[config.mk]
export PLATFORM = sky130hd
export DESIGN_NAME = pipe_stage_buf
export DESIGN_NICKNAME = d
export VERILOG_FILES = /design/src/rtl/pipe_stage_buf.sv
export SDC_FILE = /design/constraint.sdc
export NUM_CORES = 1
export LEC_CHECK = 0
export CORE_MARGIN = 5
export CORE_UTILIZATION = 26
export CTS_BUF_LIST = sky130_fd_sc_hd__clkbuf_16
export CTS_CLUSTER_DIAMETER = 150
export CTS_CLUSTER_SIZE = 12
export DETAILED_ROUTE_END_ITERATION = 8
export PLACE_DENSITY = 0.59
export SYNTH_ARGS = -nofsm -noshare
export SYNTH_HDL_FRONTEND = slang
export SYNTH_SLANG_ARGS = --single-unit
export TNS_END_PERCENT = 20
[constraint.sdc]
create_clock -name clk -period 7.15 [get_ports clk]
set_input_delay 0.715 -clock clk [delete_from_list [all_inputs] [get_ports clk]]
set_output_delay 0.715 -clock clk [all_outputs]
set_load 0.01 [all_outputs]
[src/rtl/pipe_stage_buf.sv]
// pipe_stage_buf: elastic pipeline-stage register with optional 2-entry skid slot, flush and stall counter.
// Latency: an accepted entry is on out_* right after the capturing falling edge.
// Backpressure: SKID=1 gives a registered in_ready (skid slot free); SKID=0 passes out_ready straight into in_ready.
module pipe_stage_buf #(
  parameter int DATA_W = 32,
  parameter int CTRL_W = 8,
  parameter int SKID   = 1,
  parameter int CNT_W  = 16
) (
  input  logic              clk,
  input  logic              rst,
  input  logic              in_valid,
  output logic              in_ready,
  input  logic [DATA_W-1:0] in_data,
  input  logic [CTRL_W-1:0] in_ctrl,
  input  logic              flush,
  output logic              out_valid,
  input  logic              out_ready,
  output logic [DATA_W-1:0] out_data,
  output logic [CTRL_W-1:0] out_ctrl,
  output logic [1:0]        count,
  output logic [CNT_W-1:0]  stall_cnt
);

  // Head slot: the entry currently presented downstream.
  logic              r_h_vld;
  logic [DATA_W-1:0] r_h_dat;
  logic [CTRL_W-1:0] r_h_ctl;

  logic [CNT_W-1:0]  r_stall;

  logic w_in_rdy;    // this stage can take a beat at the coming edge
  logic w_in_xfer;   // input beat transfers at the coming edge
  logic w_h_open;    // head is empty or being drained this edge
  logic w_s_vld;     // skid slot occupancy (always 0 without a skid slot)

  assign w_h_open  = ~r_h_vld | out_ready;
  assign w_in_xfer = in_valid & w_in_rdy;

  generate
    if (SKID != 0) begin : g_skid
      // Skid slot: catches a beat accepted while the head is held.
      logic              r_s_vld;
      logic [DATA_W-1:0] r_s_dat;
      logic [CTRL_W-1:0] r_s_ctl;

      // Ready depends only on state, so out_ready never reaches in_ready.
      assign w_in_rdy = ~r_s_vld;
      assign w_s_vld  = r_s_vld;

      // Head refill: skid entry has priority so FIFO order is kept.
      always_ff @(negedge clk or posedge rst) begin
        if (rst) begin
          r_h_vld <= 1'b0;
          r_h_dat <= '0;
          r_h_ctl <= '0;
        end else if (flush) begin
          r_h_vld <= 1'b0;
        end else if (w_h_open) begin
          if (r_s_vld) begin
            r_h_vld <= 1'b1;
            r_h_dat <= r_s_dat;
            r_h_ctl <= r_s_ctl;
          end else if (w_in_xfer) begin
            r_h_vld <= 1'b1;
            r_h_dat <= in_data;
            r_h_ctl <= in_ctrl;
          end else begin
            r_h_vld <= 1'b0;
          end
        end
      end

      // Skid fill/empty: empties whenever the head can take its entry.
      // A beat cannot arrive while the skid is full (in_ready is low),
      // so an open head never has to absorb skid and input together.
      always_ff @(negedge clk or posedge rst) begin
        if (rst) begin
          r_s_vld <= 1'b0;
          r_s_dat <= '0;
          r_s_ctl <= '0;
        end else if (flush) begin
          r_s_vld <= 1'b0;
        end else if (w_h_open) begin
          r_s_vld <= 1'b0;
        end else if (w_in_xfer) begin
          r_s_vld <= 1'b1;
          r_s_dat <= in_data;
          r_s_ctl <= in_ctrl;
        end
      end
    end else begin : g_single
      // Single slot: a draining head can reload in the same edge.
      assign w_in_rdy = ~r_h_vld | out_ready;
      assign w_s_vld  = 1'b0;

      // Head load on transfer, otherwise clear once drained.
      always_ff @(negedge clk or posedge rst) begin
        if (rst) begin
          r_h_vld <= 1'b0;
          r_h_dat <= '0;
          r_h_ctl <= '0;
        end else if (flush) begin
          r_h_vld <= 1'b0;
        end else if (w_in_xfer) begin
          r_h_vld <= 1'b1;
          r_h_dat <= in_data;
          r_h_ctl <= in_ctrl;
        end else if (out_ready) begin
          r_h_vld <= 1'b0;
        end
      end
    end
  endgenerate

  // Stall counter: counts edges where the head is offered but refused, saturating.
  always_ff @(negedge clk or posedge rst) begin
    if (rst) begin
      r_stall <= '0;
    end else if (r_h_vld && !out_ready && (r_stall != {CNT_W{1'b1}})) begin
      r_stall <= r_stall + CNT_W'(1);
    end
  end

  assign in_ready  = w_in_rdy;
  assign out_valid = r_h_vld;
  assign out_data  = r_h_dat;
  assign out_ctrl  = r_h_vld ? r_h_ctl : '0;
  assign count     = {1'b0, r_h_vld} + {1'b0, w_s_vld};
  assign stall_cnt = r_stall;

endmodule

# --- Yosys cells after proc, flatten, opt, wreduce, memory -nomap -nowiden ---
# Cells that the tools add are included.
totals:
  regBits: 98
  input_bits: 45
  output_inout_bits: 60
classes:
  addsub: 2
  n_eq_ne: 1
  mux: 12
  bitwise_logic: 6
  n_reduce_logical: 8
op_table:
  columns: ["cell", "count"]
  rows:
  - ["32-bit two-way mux", 2]
  - ["8-bit two-way mux", 3]
  - ["16-bit by 1-bit adder with 16-bit output (second input constant)", 1]
  - ["16-bit inequality test (second input constant)", 1]
  - ["1-bit two-way mux", 7]
  - ["3-bit AND reduction", 2]
  - ["1-bit inverter", 4]
  - ["2-bit nonzero test", 2]
  - ["3-bit nonzero test", 1]
  - ["1-bit by 1-bit adder with 2-bit output", 1]
  - ["1-bit logical AND", 2]
  - ["1-bit bitwise AND", 1]
  - ["1-bit logical NOT", 1]
  - ["1-bit OR", 1]

# --- Longest topological paths before layout ---
logic_depth:
  word_depth: 6
  mapped_depth: 6
  mapped_depth_nobuf: 5

==> flow_summary_export.csv <==
group,metric,value,unit
cts,clkLatencyLatePin,350,ps
place,placed_area,5558,sq um
place,place_congestion,0.7814,
global_route,grt_pass1_wl,15.68,mm
sta,fin_skew,5.551,ps
power,finalPower,1529,uW
route,drtIter0Drc,114,
cts,clock-root-buffer,"clkbuf_16",
power,switching_power,397.2,uW
hold_path,min_from,"g_skid.r_s_dat[28]",
synth,ys_ff_latch,98,
cts,clock_path_buffers,2,
cells_and_area,final_area,5844,sq um
power,leakage,0.002338,uW
run_status,status,"finished clean",
sta,maxSlewViolCount,0,
floorplan,num_io_pins,105,
sta,relSlewSlack,50.70,%
flow_run,cap_violations,0,
route,dr.pass1.iters,4,
synth,syn_area,4250,sq um
place,dp_slack,697.4,ps
synth,synth_area_per_cell,12.11,sq um
cts,postCtsSetupRepairBufs,0,
route,ant_nets,0,
synth,yosysSeqAreaShare,57.70,%
synth,ys_types,33,
sta,hold_viol,0,
cts,post_cts_resized,0,
route,dr_total_vias,2932,
cells_and_area,fillers,1570,
route,routed_via_density,4.357,
setup_path,worstReg2RegStart,"out_valid",
power,intPower,1132,uW
cells_and_area,regArea,2452,sq um
sta,setup_viol,0,
hold_path,min_path_type,"flip-flop to flip-flop",
sta,rsz0062_at_grt,"no",
setup_path,worstPathRequired,6430,ps
synth,yosys_warnings,0,
power,power_frac_comb,20.6,%
place,portBuffers,104,
cells_and_area,final_util,36.66,%
setup_path,crit_path_start_kind,"flip-flop",
floorplan,rows,46,
power,peakVddDrop,0.1094,mV
floorplan,core_area,15940,sq um
synth,syn_nets,398,
global_route,grtUsageTotal,10.63,%
power,switching_share,25.98,%
floorplan,start_util,26.66,%
cells_and_area,multi_input_area,1725,sq um
setup_path,startpoint,"out_valid",
cells_and_area,diodes,0,
global_route,first_global_vias,3145,
cells_and_area,drive_above_1_share,14.88,%
cts,clkTransAtPathRegs,50,ps
power,powerDensity,261.6,nW/um^2
sta,worst_pin_slew,739.5,ps
synth,syn_inst,351,
synth,synth_area_leaders,"dfrtn_1, mux2_2, mux2i_1",
cells_and_area,nets,499,
place,hpwl,6.739,mm
synth,yosysTopAreaCell,"dfrtn_1",
power,pwr-share-clk,30.7,%
cells_and_area,area.growth.synth_to_final,37.50,%
setup_path,critPathMaxFanout,14,
route,wire_per_inst,14.39,microns
cts,tritoncts,"built",
setup_path,arrival,5390,ps
sta,postLayoutSetupSlackWorst,1044,ps
synth,synth.top_cell.area_share,57.70,%
route,routed_wl,9.687,mm
sta,setup-tns-final,0,ps
route,drc,0,
cts,clkSinkCount,98,
global_route,overflow,0,
setup_path,cp-end-kind,"output port",
floorplan,dieHeight,137.9,microns
floorplan,dieArea,19000,sq um
global_route,antenna_found_initial,0,
cts,cts_max_level,3,
cts,hold_buffers,0,
cts,cts_inserted_buffers,9,
floorplan,dieWidth,137.9,microns
global_route,grt_max_degree,81,
setup_path,path_class,"flip-flop to output port",
power,p_seq_share,48.6,%
==> registers in the layout (all words and copies together), names as in the netlist <==
name and flops:
g_skid.r_s_ctl 8, g_skid.r_s_dat 32, g_skid.r_s_vld 1, out_data 32, out_valid 1, r_h_ctl 8, stall_cnt 16
==> per-stage QoR <==
step           std cells  hold slack [ps]
3_5_place_dp         657            453.7
6_report             673            450.7
4_1_cts              673            453.6
5_1_grt              673            462.7
3_3_place_gp         657            448.2
2_1_floorplan        351            439.6
==> synth_stat cells (all sizes together) <==
master  instances
o21ai           2
nor4b           2
xnor2           3
dfrtn          98
nand2           7
nor3b           1
and4b           1
a21oi          41
mux2i          40
nand4b          1
nand4           3
nand3           6
nand2b          1
xor2            9
nor3            7
clkbuf         14
o21a            2
mux2           41
nor4            4
o311a           1
ha              2
inv             3
buf             4
and2            9
nor2b           1
o211ai          1
or2             1
nor2           45
or4             1
==> area by class of cell <==
cell class	count	area share, %
well taps	216	4.624
clock inverters	7	1.049
flip-flops and latches	98	41.96
repair buffers	108	18.75
clock buffers	9	3.854
multi-input cells	232	29.52
inverters	3	0.2355
==> layout by cell type (no fill, tap or decap), types with 4 or more instances in the layout <==
master,n
nand3_1,4
mux2i_1,40
mux2_2,41
nand2_1,7
xor2_1,9
nor3_1,6
and2_1,9
clkdlybuf4s50_1,104
clkbuf_16,9
nor2_1,45
dfrtn_1,98
a21oi_1,41
==> per-layer routing <==
metal	track usage [%]	share of wire (%)	wire length [microns]
met5	0	0	0
met4	4.885	1.7	165
met3	3.302	6.8	662
met2	17.43	49	4730
met1	12.79	43	4128
==> logic make-up (layout without fill, tap and decap cells) <==
family | after synthesis | count (layout) | synth area share, %
flip-flops | 98 | 98 | 57.70
AND/OR/NAND/NOR | 90 | 90 | 11.13
multiplexers | 81 | 81 | 20.28
AO/OA/AOI/OAI | 47 | 47 | 5.858
buffers and inverters | 21 | 127 | 1.972
XOR/XNOR | 12 | 12 | 2.473
adder cells (fa/ha/maj) | 2 | 2 | 0.5887
==> worst max-delay path, stage by stage, from the launching register on <==
cell and delay, ps:
dfrtn_1 680, and2_1 240, clkdlybuf4s50_1 550
==> power groups by stage <==
stage          clock network (uW)  logic [uW]  registers [uW]
5_1_grt                       513         348             759
2_1_floorplan                   0         143             758
4_1_cts                       490         324             745
3_3_place_gp                    0         313             750
6_report                      470         316             743
3_5_place_dp                    0         323             753
==> worst paths after layout <==
kind / end / slack [ps] / cells past startpoint
max in group asynchronous: g_skid.r_s_dat[7] / 2140 / 3
min in group asynchronous: stall_cnt[5] / 4270 / 2
worst max register to register: g_skid.r_s_dat[5] / 4830 / 5
worst max-delay path: out_ctrl[7] / 1040 / 2
worst min-delay path: g_skid.r_s_dat[28] / 450 / 1
worst min register to register: g_skid.r_s_dat[28] / 450 / 1
(Power assumes the default switching activity.)
